--- src/rtl/stream_demux_1_4.sv ---
// Registered 1-to-4 valid/ready stream demultiplexer: four independent one-entry
// output slots, each with a wrapping delivery counter.
module stream_demux_1_4 #(
  parameter int WIDTH = 4,
  parameter int CNT_W = 8
) (
  input  logic             clk,
  input  logic             rst_n,
  input  logic             in_valid,
  output logic             in_ready,
  input  logic [WIDTH-1:0] in_data,
  input  logic [1:0]       in_sel,
  output logic [3:0]       out_valid,
  input  logic [3:0]       out_ready,
  output logic [WIDTH-1:0] out_d0,
  output logic [WIDTH-1:0] out_d1,
  output logic [WIDTH-1:0] out_d2,
  output logic [WIDTH-1:0] out_d3,
  output logic [CNT_W-1:0] cnt0,
  output logic [CNT_W-1:0] cnt1,
  output logic [CNT_W-1:0] cnt2,
  output logic [CNT_W-1:0] cnt3
);

  logic [3:0]       full_q, full_d;
  logic [WIDTH-1:0] data_q [4];
  logic [WIDTH-1:0] data_d [4];
  logic [CNT_W-1:0] cnt_q  [4];
  logic [CNT_W-1:0] cnt_d  [4];
  logic [3:0]       out_fire;
  logic             in_fire;

  // Only the addressed slot gates the input; a draining slot can take a new word.
  assign in_ready = !full_q[in_sel] || out_ready[in_sel];
  assign in_fire  = in_valid && in_ready;
  assign out_fire = full_q & out_ready;

  always_comb begin
    full_d = full_q;
    for (int k = 0; k < 4; k++) begin
      data_d[k] = data_q[k];
      cnt_d[k]  = cnt_q[k];
      if (out_fire[k]) begin
        full_d[k] = 1'b0;
        cnt_d[k]  = cnt_q[k] + CNT_W'(1);
      end
      if (in_fire && (in_sel == 2'(k))) begin
        full_d[k] = 1'b1;
        data_d[k] = in_data;
      end
    end
  end

  always_ff @(posedge clk or negedge rst_n) begin
    if (!rst_n) begin
      full_q <= '0;
      for (int k = 0; k < 4; k++) begin
        data_q[k] <= '0;
        cnt_q[k]  <= '0;
      end
    end else begin
      full_q <= full_d;
      for (int k = 0; k < 4; k++) begin
        data_q[k] <= data_d[k];
        cnt_q[k]  <= cnt_d[k];
      end
    end
  end

  assign out_valid = full_q;
  assign out_d0    = data_q[0];
  assign out_d1    = data_q[1];
  assign out_d2    = data_q[2];
  assign out_d3    = data_q[3];
  assign cnt0      = cnt_q[0];
  assign cnt1      = cnt_q[1];
  assign cnt2      = cnt_q[2];
  assign cnt3      = cnt_q[3];

endmodule

--- config.mk ---
export PLATFORM = sky130hd
export DESIGN_NAME = stream_demux_1_4
export DESIGN_NICKNAME = d
export VERILOG_FILES = /design/src/rtl/stream_demux_1_4.sv
export SDC_FILE = /design/constraint.sdc
export NUM_CORES = 1
export LEC_CHECK = 0
export ABC_CLOCK_PERIOD_IN_PS = 1700
export CORE_UTILIZATION = 48
export CTS_BUF_LIST = sky130_fd_sc_hd__clkbuf_8
export CTS_CLUSTER_SIZE = 16
export DETAILED_ROUTE_END_ITERATION = 16
export PLACE_DENSITY_LB_ADDON = 0.05
export SYNTH_ARGS = -nofsm -noshare
export SYNTH_HDL_FRONTEND = slang
export SYNTH_SLANG_ARGS = --single-unit
--- constraint.sdc ---
create_clock -name clk -period 1.7 [get_ports clk]
set_clock_uncertainty 0.05 [all_clocks]
set_input_delay 0.34 -clock clk [delete_from_list [all_inputs] [get_ports clk]]
set_output_delay 0.34 -clock clk [all_outputs]
set_load 0.02 [all_outputs]
==> results_dict.tcl <==
set metrics [dict create \
    viasPerCell 5.08 \
    top_usage_layer "met2" \
    grt_max_degree 53 \
    nets 274 \
    cp_slowest_cell "mux4_2" \
    synth_area_leaders "dfrtp_1 (60%), mux2_2 (10%), xnor2_1 (8.4%)" \
    start_util 0.501 \
    cts.clk_slew.worst_paths_ps 80 \
    path_cells "nand2b_4 > mux4_2 > buf_6" \
    syn_area_sq_um 2180 \
    clock_path_buffers 2 \
    yosys.area.top_type "dfrtp_1" \
    gp_congestion 0.746 \
    hold_viol 0 \
    start_kind "register" \
    grt_use_total 0.196 \
    power_density_nw_per_um2 1240 \
    syn_nets 185 \
    worstMarginPinSlew_ps 345 \
    synthFlopType "dfrtp_1" \
    dp_hpwl_mm 3.11 \
    synth.distinct_cells 24 \
    yosysWarnings 0 \
    synth_edf_count 0 \
    synth_fa_ha_area_frac 0.0229 \
    muxShareOfSynthArea 0.114 \
    grt_antenna_before_repair 0 \
    synth_common_cells "dfrtp_1 (52), xnor2_1 (21), mux2_2 (20)" \
    boundaryPins 66 \
    diodes 0 \
    finalWorstSetupSlack_ps -72.3 \
    overflow 0 \
    drt_iter0_drc 71 \
    critPathCaptureType "output pin" \
    drv_slew 0 \
    yosys.area_share.simple 0.142 \
    num_rows 24 \
    yosysSeqAreaShare 0.597 \
    critical_path_class "reg2out" \
    grt_pass1_vias 1617 \
    drt_wl_total_mm 4.24 \
    die_w_um 69.4 \
    cts_htree_levels 2 \
    rsz0062_at_grt "yes" \
    utilization 0.720 \
    area_growth_pct 43.8 \
    setup_viol 1 \
    synth_top_family_by_area "simple AND/OR/NAND/NOR gates" \
    syn-mean-instance-area_sq_um 13.0 \
    fp.dieH_um 69.4 \
    cts_root_buf "clkbuf_8" \
    drv.max_cap_violation_count 0 \
    leakage_nw 1.62 \
    use_met1 0.243 \
    hold_ws_ps 414 \
    period_share 1.04 \
    wl_per_cell_um 13.7 \
    worstPathRequired_ps 1310 \
    hold_path_class "in2reg" \
    yosysMostFrequentCell "dfrtp_1" \
    nFillCells 304 \
    met2_usage 0.326 \
    cts_num_sinks 52 \
    arrival_ps 1380 \
    violations "negative setup slack" \
    vias 1575 \
    drc 0 \
    drtAntennaViolNets 0 \
    relSlewSlack 0.768 \
    async_flop_share 1.00 \
    core_sq_um 4350 \
    pre_cts_ws_ps -688 \
    cts_tree "yes" \
    worstPathMaxFanout 3 \
    cts-buffers-inserted 5 \
    ir_drop_uv 817 \
    slowest_delay_ps 470 \
    numPortBuffers 65 \
    met3_usage 0.0683 \
    min_period_ps 1770 \
    crit_family "multiplexers" \
    yosysTopAreaCellShare 0.597 \
    clock_latency_ps 290 \
    synth_xor_area_frac 0.112 \
    drtPass1Iterations 6 \
    drive_above_1_share 0.213 \
    dieArea_sq_um 4820 \
    synth_compound_area_frac 0.00229 \
    synth_seq_cells 52 \
    outcome "finished with violations" \
    max_freq_mhz 564 \
    grt_first_pass_wirelength_mm 7.33 \
    critPathBufInv 1 \
    synth_cells 168 \
]
[metrics by stage]
step           TNS [ps]  area, sq um  power, W  cells
6_report          -72.3         3140   0.00390    310
5_1_grt            -113         3140   0.00413    310
4_1_cts           -87.9         3070   0.00395    305
2_1_floorplan         0         2180   0.00257    168
3_5_place_dp      -4310         2990   0.00340    296
3_3_place_gp      -3660         2990   0.00332    296
[path summary, 6_finish.rpt]
check / from / to / slack (ps) / cells after the start
min reg2reg: cnt1[7] / cnt1[7] / 420 / 1
max reg2reg: out_valid[1] / cnt1[7] / 250 / 5
min in group asynchronous: rst_n / cnt1[5] / 510 / 3
min: out_ready[2] / out_valid[2] / 410 / 3
max in group asynchronous: rst_n / out_d2[3] / 850 / 3
max: out_valid[3] / in_ready / -70 / 3
[report_power, final]
part	internal [W]	switching, W	total (W)
sequential	0.00153	0.000295	0.00183
clock	0.000320	0.000357	0.000678
combinational	0.000667	0.000727	0.00139
[final cells by class]
class	instances	area, sq um	share of cell area
repair buffers	84	779	0.249
well taps	52	65.1	0.0207
flip-flops and latches	52	1300	0.415
clock inverters	2	7.51	0.00239
inverters	3	11.3	0.00359
clock buffers	6	82.6	0.0263
multi-input cells	111	890	0.284
[logic make-up after synthesis]
kind of cell,count (synthesis)
buf+inv,5
mux,21
simple gates,57
compound gates,1
flops,52
xor+xnor,28
fa+ha+maj,4
[placed cells by master, fill, tap and decap left out, drive strengths merged]
master	instances
dfrtp	52
mux2	20
nand4	8
nand2b	4
clkbuf	7
and3	4
clkdlybuf4s15	1
or3b	1
clkdlybuf4s50	21
dlygate4sd3	1
dlygate4sd2	32
and2	1
xnor2	21
nor3	2
nand3	6
nor2	6
nand3b	1
o21ai	1
and2b	1
dlymetal6s2s	8
nor3b	1
xor2	7
buf	20
and4	2
nand2	18
ha	4
nor4	1
inv	5
nor2b	1
mux4	1
[per-layer routing]
layer	up-vias	routed length, um
li1	753	-
met1	769	1860
met2	49	2110
met3	4	230
met4	0	38
met5	-	0
[worst reg2reg max path: cells and delay by family, from the launching register on]
kind	cells	cell delay (ps)
AND/OR/NAND/NOR	2	500
flip-flops	1	400
buffers and inverters	2	240
XOR/XNOR	1	190
[state kept, by name, summed over array words and instances (netlist names)]
register   count
cnt0           8
out_d2         4
cnt2           8
out_valid      4
cnt1           8
out_d0         4
out_d3         4
out_d1         4
cnt3           8
[repair_timing]
action	4_1_cts	5_1_grt
resized for setup	43	13
hold buffers	1	0
endpoints found under the setup margin	30	13
setup buffers	0	5
endpoints found under the hold margin	52	0
(Power assumes the default switching activity.)
